===== config.mk =====
export PLATFORM = sky130hd
export DESIGN_NAME = regfile_write_arbiter_flat
export DESIGN_NICKNAME = d
export VERILOG_FILES = /design/src/rtl/regfile_pkg.sv /design/src/rtl/regfile_write_arbiter_if.sv /design/src/rtl/rr_arbiter2.sv /design/src/rtl/regfile_write_arbiter.sv /design/src/flat_wrapper.sv
export SDC_FILE = /design/constraint.sdc
export NUM_CORES = 1
export LEC_CHECK = 0
export CELL_PAD_IN_SITES_DETAIL_PLACEMENT = 1
export CELL_PAD_IN_SITES_GLOBAL_PLACEMENT = 2
export CORE_MARGIN = 3
export CORE_UTILIZATION = 26
export CTS_CLUSTER_DIAMETER = 60
export DETAILED_ROUTE_END_ITERATION = 7
export GPL_ROUTABILITY_DRIVEN = 0
export GPL_TIMING_DRIVEN = 0
export PLACE_DENSITY_LB_ADDON = 0.05
export SYNTH_ARGS = -nofsm -noshare
export SYNTH_HDL_FRONTEND = slang
export SYNTH_SLANG_ARGS = --single-unit

===== constraint.sdc =====
create_clock -name clock -period 4.58 [get_ports clock]
set_clock_uncertainty 0.05 [all_clocks]
set_input_delay 1.145 -clock clock [delete_from_list [all_inputs] [get_ports clock]]
set_output_delay 1.145 -clock clock [all_outputs]
set_load 0.005 [all_outputs]

===== src/rtl/regfile_pkg.sv =====
// Shared types and constants for the register-file write arbiter and scoreboard.
package regfile_pkg;

  localparam int NUM_REGS = 32;
  localparam int ADDR_W   = 5;
  localparam int DATA_W   = 32;

  localparam logic [ADDR_W-1:0] ZERO_REG = '0;

  typedef enum logic {
    LAST0 = 1'b0,
    LAST1 = 1'b1
  } grant_t;

  // 'reg' is a keyword, so the destination field is reg_idx.
  typedef struct packed {
    logic [ADDR_W-1:0] reg_idx;
    logic [DATA_W-1:0] data;
  } wr_req_t;

endpackage


===== src/rtl/regfile_write_arbiter_if.sv =====
// Bundle of request, reservation, hazard and register-file write signals around the arbiter.
interface regfile_write_arbiter_if;
  import regfile_pkg::*;

  logic              req0Valid;
  logic [ADDR_W-1:0] req0Reg;
  logic [DATA_W-1:0] req0Data;
  logic              req0Ready;

  logic              req1Valid;
  logic [ADDR_W-1:0] req1Reg;
  logic [DATA_W-1:0] req1Data;
  logic              req1Ready;

  logic              reserveValid;
  logic [ADDR_W-1:0] reserveReg;
  logic              flush;

  logic [ADDR_W-1:0] register1;
  logic [ADDR_W-1:0] register2;
  logic              hazard1;
  logic              hazard2;

  logic                regWrite;
  logic [ADDR_W-1:0]   writeRegister;
  logic [DATA_W-1:0]   writeData;
  logic [NUM_REGS-1:0] pending;

  modport master (
    output req0Valid, req0Reg, req0Data, req1Valid, req1Reg, req1Data,
           reserveValid, reserveReg, flush, register1, register2,
    input  req0Ready, req1Ready, hazard1, hazard2,
           regWrite, writeRegister, writeData, pending
  );

  modport slave (
    input  req0Valid, req0Reg, req0Data, req1Valid, req1Reg, req1Data,
           reserveValid, reserveReg, flush, register1, register2,
    output req0Ready, req1Ready, hazard1, hazard2,
           regWrite, writeRegister, writeData, pending
  );

endinterface


===== src/rtl/rr_arbiter2.sv =====
// Two-input round-robin arbiter; remembers the last requester that completed a transfer.
module rr_arbiter2
  import regfile_pkg::*;
(
  input  logic clock,
  input  logic resetN,
  input  logic valid0,
  input  logic valid1,
  input  logic xfer,
  output logic grant0,
  output logic grant1
);

  grant_t last_grant;
  grant_t last_grant_next;

  // NOTE: sequential state uses non-blocking assignments so every flop samples pre-edge values.
  always_ff @(posedge clock or negedge resetN) begin
    if (!resetN) last_grant <= LAST1;
    else         last_grant <= last_grant_next;
  end

  // NOTE: combinational blocks assign a default first so no path leaves a latch behind.
  always_comb begin
    last_grant_next = last_grant;
    if (xfer && grant0)      last_grant_next = LAST0;
    else if (xfer && grant1) last_grant_next = LAST1;
  end

  always_comb begin
    grant0 = valid0 && (!valid1 || (last_grant == LAST1));
    grant1 = valid1 && (!valid0 || (last_grant == LAST0));
  end

endmodule


===== src/rtl/regfile_write_arbiter.sv =====
// Round-robin write-port arbiter with registered write stage and RAW scoreboard for the register file.
module regfile_write_arbiter
  import regfile_pkg::*;
(
  input  logic                    clock,
  input  logic                    resetN,
  regfile_write_arbiter_if.slave  bus
);

  logic                grant0;
  logic                grant1;
  logic                transfer;
  wr_req_t             winner;

  logic                reg_write_q;
  logic [ADDR_W-1:0]   write_reg_q;
  logic [DATA_W-1:0]   write_data_q;
  logic [NUM_REGS-1:0] pending_q;
  logic [NUM_REGS-1:0] pending_next;

  rr_arbiter2 u_arb (
    .clock  (clock),
    .resetN (resetN),
    .valid0 (bus.req0Valid),
    .valid1 (bus.req1Valid),
    .xfer   (transfer),
    .grant0 (grant0),
    .grant1 (grant1)
  );

  assign bus.req0Ready = grant0;
  assign bus.req1Ready = grant1;
  assign transfer      = (bus.req0Valid && grant0) || (bus.req1Valid && grant1);

  always_comb begin
    winner = '{reg_idx: bus.req1Reg, data: bus.req1Data};
    if (grant0) winner = '{reg_idx: bus.req0Reg, data: bus.req0Data};
  end

  // Register 0 writes are accepted but never strobe the register file.
  always_ff @(posedge clock or negedge resetN) begin
    if (!resetN) begin
      reg_write_q  <= 1'b0;
      write_reg_q  <= '0;
      write_data_q <= '0;
    end else begin
      reg_write_q <= transfer && (winner.reg_idx != ZERO_REG);
      if (transfer) begin
        write_reg_q  <= winner.reg_idx;
        write_data_q <= winner.data;
      end
    end
  end

  // Order matters: flush, then retire, then reserve, so the newest producer wins.
  always_comb begin
    pending_next = pending_q;
    if (bus.flush) pending_next = '0;
    if (transfer) pending_next[winner.reg_idx] = 1'b0;
    if (bus.reserveValid && (bus.reserveReg != ZERO_REG))
      pending_next[bus.reserveReg] = 1'b1;
    pending_next[ZERO_REG] = 1'b0;
  end

  // NOTE: the scoreboard is a plain flop vector, not a RAM, so it can and does take the async reset.
  always_ff @(posedge clock or negedge resetN) begin
    if (!resetN) pending_q <= '0;
    else         pending_q <= pending_next;
  end

  always_comb begin
    bus.hazard1 = pending_q[bus.register1] ||
                  (reg_write_q && (write_reg_q == bus.register1) && (bus.register1 != ZERO_REG));
    bus.hazard2 = pending_q[bus.register2] ||
                  (reg_write_q && (write_reg_q == bus.register2) && (bus.register2 != ZERO_REG));
  end

  assign bus.regWrite      = reg_write_q;
  assign bus.writeRegister = write_reg_q;
  assign bus.writeData     = write_data_q;
  assign bus.pending       = pending_q;

endmodule


===== src/flat_wrapper.sv =====
// flat-port wrapper written by rule: the top's interface ports become plain ports
module regfile_write_arbiter_flat import regfile_pkg::*;
  (clock, resetN, bus_req0Valid, bus_req0Reg, bus_req0Data, bus_req1Valid, bus_req1Reg, bus_req1Data, bus_reserveValid, bus_reserveReg, bus_flush, bus_register1, bus_register2, bus_req0Ready, bus_req1Ready, bus_hazard1, bus_hazard2, bus_regWrite, bus_writeRegister, bus_writeData, bus_pending);
  regfile_write_arbiter_if bus_i ();
  input  logic clock;
  input  logic resetN;
  input wire logic [$bits(bus_i.req0Valid)-1:0] bus_req0Valid;
  input wire logic [$bits(bus_i.req0Reg)-1:0] bus_req0Reg;
  input wire logic [$bits(bus_i.req0Data)-1:0] bus_req0Data;
  input wire logic [$bits(bus_i.req1Valid)-1:0] bus_req1Valid;
  input wire logic [$bits(bus_i.req1Reg)-1:0] bus_req1Reg;
  input wire logic [$bits(bus_i.req1Data)-1:0] bus_req1Data;
  input wire logic [$bits(bus_i.reserveValid)-1:0] bus_reserveValid;
  input wire logic [$bits(bus_i.reserveReg)-1:0] bus_reserveReg;
  input wire logic [$bits(bus_i.flush)-1:0] bus_flush;
  input wire logic [$bits(bus_i.register1)-1:0] bus_register1;
  input wire logic [$bits(bus_i.register2)-1:0] bus_register2;
  output wire logic [$bits(bus_i.req0Ready)-1:0] bus_req0Ready;
  output wire logic [$bits(bus_i.req1Ready)-1:0] bus_req1Ready;
  output wire logic [$bits(bus_i.hazard1)-1:0] bus_hazard1;
  output wire logic [$bits(bus_i.hazard2)-1:0] bus_hazard2;
  output wire logic [$bits(bus_i.regWrite)-1:0] bus_regWrite;
  output wire logic [$bits(bus_i.writeRegister)-1:0] bus_writeRegister;
  output wire logic [$bits(bus_i.writeData)-1:0] bus_writeData;
  output wire logic [$bits(bus_i.pending)-1:0] bus_pending;
  assign bus_i.req0Valid = bus_req0Valid;
  assign bus_i.req0Reg = bus_req0Reg;
  assign bus_i.req0Data = bus_req0Data;
  assign bus_i.req1Valid = bus_req1Valid;
  assign bus_i.req1Reg = bus_req1Reg;
  assign bus_i.req1Data = bus_req1Data;
  assign bus_i.reserveValid = bus_reserveValid;
  assign bus_i.reserveReg = bus_reserveReg;
  assign bus_i.flush = bus_flush;
  assign bus_i.register1 = bus_register1;
  assign bus_i.register2 = bus_register2;
  assign bus_req0Ready = bus_i.req0Ready;
  assign bus_req1Ready = bus_i.req1Ready;
  assign bus_hazard1 = bus_i.hazard1;
  assign bus_hazard2 = bus_i.hazard2;
  assign bus_regWrite = bus_i.regWrite;
  assign bus_writeRegister = bus_i.writeRegister;
  assign bus_writeData = bus_i.writeData;
  assign bus_pending = bus_i.pending;
  regfile_write_arbiter u_core (.clock(clock), .resetN(resetN), .bus(bus_i));
endmodule

==> flow_summary.json, run 1 <==
{
  "status": "finished clean",
  "synth_area_leader_cell": "dfrtp_1",
  "via_count": 3989,
  "yosysWarnings": 0,
  "drt_wl_total_um": 15910,
  "relSlewSlack": 0.2586,
  "holdPathEnd": "u_core.bus.writeData[10]",
  "total_power_mw": 1.902,
  "r2r-start": "u_core.u_arb.last_grant",
  "crit_path_max_fanout": 6,
  "synth_edf_count": 0,
  "grt_max_degree": 39,
  "power.density_nw_per_um2": 312.8,
  "worst_pin_slew_ps": 1107,
  "synth.avg_cell_area_um2": 9.851,
  "stdcell_area_um2": 6082,
  "worstHoldPathCells": 2,
  "place_area_um2": 5751,
  "synth_cells": 395,
  "grt_pass1_wl_um": 24520,
  "post_cts_buffers": 0,
  "track_usage": 0.1942,
  "synth.area.top_cells": "dfrtp_1, mux4_2, nor2_1, o22ai_1, o311ai_0",
  "first_global_vias": 4133,
  "synth_top_area_frac": 0.4437,
  "io_pins": 169,
  "grt_overflow": 0,
  "clk_latency_ps": 340,
  "dpl.hpwl_um": 11960,
  "utilization": 0.4169,
  "vdd_drop_max_mv": 0.2393,
  "crit_type": "in2out",
  "first_pass_iters": 4,
  "grt_antenna_before_repair": 0,
  "place_ws_ps": -343.4,
  "drv_slew": 0,
  "rsz0062_at_grt": "false",
  "clk_pin_slew_ps": 50,
  "min_path_type": "reg2reg",
  "nets": 663,
  "drive_gt1_frac": 0.09773,
  "post_drt_wl_per_cell_um": 21.02,
  "fmax_mhz": 224.4,
  "timing.final.hold_violations": 0,
  "placed_cells": 741,
  "fin_tns_setup_ps": 0,
  "worstPathRequired_ps": 3380,
  "async_reset_ff_frac": 1.000,
  "cap_violations": 0,
  "die_x_um": 128.3,
  "core-area_um2": 14590,
  "final_cells": 757,
  "clock_path_buffers": 2,
  "drc": 0,
  "cts_root_buffer": "clkbuf_16",
  "min_period_ps": 4457,
  "syn-num-nets": 490,
  "numCtsBuffers": 9,
  "r2r_cells": 6,
  "initial_core_util": 0.2667,
  "viasPerCell": 5.269,
  "synth.ff_latch_count": 70,
  "area_growth_pct": 56.30,
  "ys_types": 43,
  "numClockSinks": 70,
  "fin_crit_sh": 0.9732,
  "placementRows": 44,
  "syn-cell-area_um2": 3891,
  "worst_setup_path_start_kind": "primary input",
  "ys_seq_area_frac": 0.4505,
  "hold_ws_ps": 460.8,
  "port_buffers": 161,
  "cts_hold_buf": 0,
  "nFillCells": 1633,
  "critPathArrivalTime_ps": 3260,
  "ys.flop_type": "dfrtp_1",
  "worstSetupEndpointType": "primary output",
  "die_y_um": 128.3,
  "ant_nets": 0,
  "fin_ws_ps": 122.7,
  "reg2reg_setup_slack_ps": 2210,
  "r2r_end": "u_core.bus.pending[31]",
  "dieArea_um2": 16470,
  "holdCritStartpoint": "u_core.bus.writeData[10]",
  "p_leak_nw": 2.340,
  "cts_max_level": 3,
  "first_iter_violations": 252,
  "setup_viol": 0,
  "cts_tree": "built",
  "antenna_cells": 0
}
sequential cells by signal, indices dropped and copies added (netlist names):
signal,cells
u_core.bus.pending,31
u_core.bus.regWrite,1
u_core.bus.writeData,32
u_core.bus.writeRegister,5
u_core.u_arb.last_grant,1
power by group:
part	switching (mW)	leakage [nW]	internal (mW)
clock network	0.269	0.150	0.492
registers	0.0386	0.865	0.668
logic	0.203	1.32	0.232
total	0.510	2.34	1.39
cells in the mapped netlist (4+ instances only):
library cell / count
dfrtp_1: 69
nor2_1: 69
o22ai_1: 34
o21ai_0: 24
o311ai_0: 19
inv_1: 18
clkbuf_1: 14
mux4_2: 13
nand2_1: 13
a21oi_1: 12
nor3_1: 12
mux2i_1: 11
o32ai_1: 8
mux2_2: 6
xor2_1: 6
a2111oi_0: 5
nand3b_1: 5
o21ai_1: 5
o311ai_1: 5
a31oi_1: 4
buf_1: 4
buf_2: 4
nand3_1: 4
o221a_2: 4
how the worst max path moves through the flow:
stage	cells past startpoint	slack [ps]	from	end
after global routing	8	10	bus_register1[1]	bus_hazard1
after floorplan	4	800	bus_register2[2]	bus_hazard2
after detailed placement	8	-340	bus_register1[1]	bus_hazard1
final	7	120	bus_register2[0]	bus_hazard2
after CTS	5	10	bus_register2[2]	bus_hazard2
after global placement	1	-390	resetN	u_core.bus.writeData[24]
cell type report:
type / count / area [um2] / area share
inverters: 20 / 75.07 / 0.01234
plain buffers: 25 / 125.1 / 0.02057
clock buffers: 13 / 250.2 / 0.04114
repair buffers: 162 / 1628 / 0.2676
flip-flops and latches: 70 / 1753 / 0.2882
multi-input cells: 280 / 1953 / 0.3211
well taps: 184 / 230.2 / 0.03785
clock inverters: 3 / 67.56 / 0.01111
cell families (layout without fill, tap and decap cells):
group / Yosys count / in the layout / share of synthesized area
XOR/XNOR: 8 / 8 / 0.01801
other: 1 / 1 / 0.0009637
multiplexers: 32 / 32 / 0.1305
buffers and inverters: 45 / 223 / 0.04855
flip-flops: 70 / 70 / 0.4505
AND/OR/NAND/NOR: 112 / 112 / 0.1257
AO/OA/AOI/OAI: 127 / 127 / 0.2257
layer usage:
layer,global-route usage,vias up,share of wire
met4,0.04057,0,0.0055
met5,0,-,0
met2,0.3031,125,0.46
met3,0.06683,8,0.071
li1,-,1844,-
met1,0.2630,2012,0.46
worst max-delay path: stages:
cell and delay, ps:
clkbuf_1 380, mux4_2 560, nand2b_1 170, o211ai_1 130, o21ai_0 120, a211o_1 300, clkdlybuf4s50_1 450
what timing repair did:
| action | in CTS | in global routing |
|---|---|---|
| endpoints found under the setup margin | 1 | 2 |
| pin swaps | 0 | 0 |
| resized for setup | 6 | 3 |
cells in the final DEF (no fill, tap or decap), drive strengths merged, types with 2 or more instances in the layout:
cell type and n:
o311ai 24, o32ai 8, buf 14, xor2 6, clkdlybuf4s50 159, nand2b 2, bufinv 2, nand3b 5
or3b 2, clkbuf 26, inv 20, o21ai 30, a31oi 4, nor4 2, a21oi 12, mux4 13
mux2i 12, o22ai 34, dfrtp 69, xnor2 2, nand3 4, nor3b 2, nor2 69, o221a 4
mux2 7, a2111oi 5, nand2 13, nor3 12, o31a 2
Power figures use the tool's default switching activity.
==> inputs of run 2 (changes only) <==
--- a/config.mk
+++ b/config.mk
@@ -13,6 +13,7 @@
 export DETAILED_ROUTE_END_ITERATION = 7
 export GPL_ROUTABILITY_DRIVEN = 0
 export GPL_TIMING_DRIVEN = 0
+export HOLD_SLACK_MARGIN = 0.08
 export PLACE_DENSITY_LB_ADDON = 0.05
 export SYNTH_ARGS = -nofsm -noshare
 export SYNTH_HDL_FRONTEND = slang
==> results of run 2 <==
The final DEF is identical to that of run 1; final timing and power are the same.
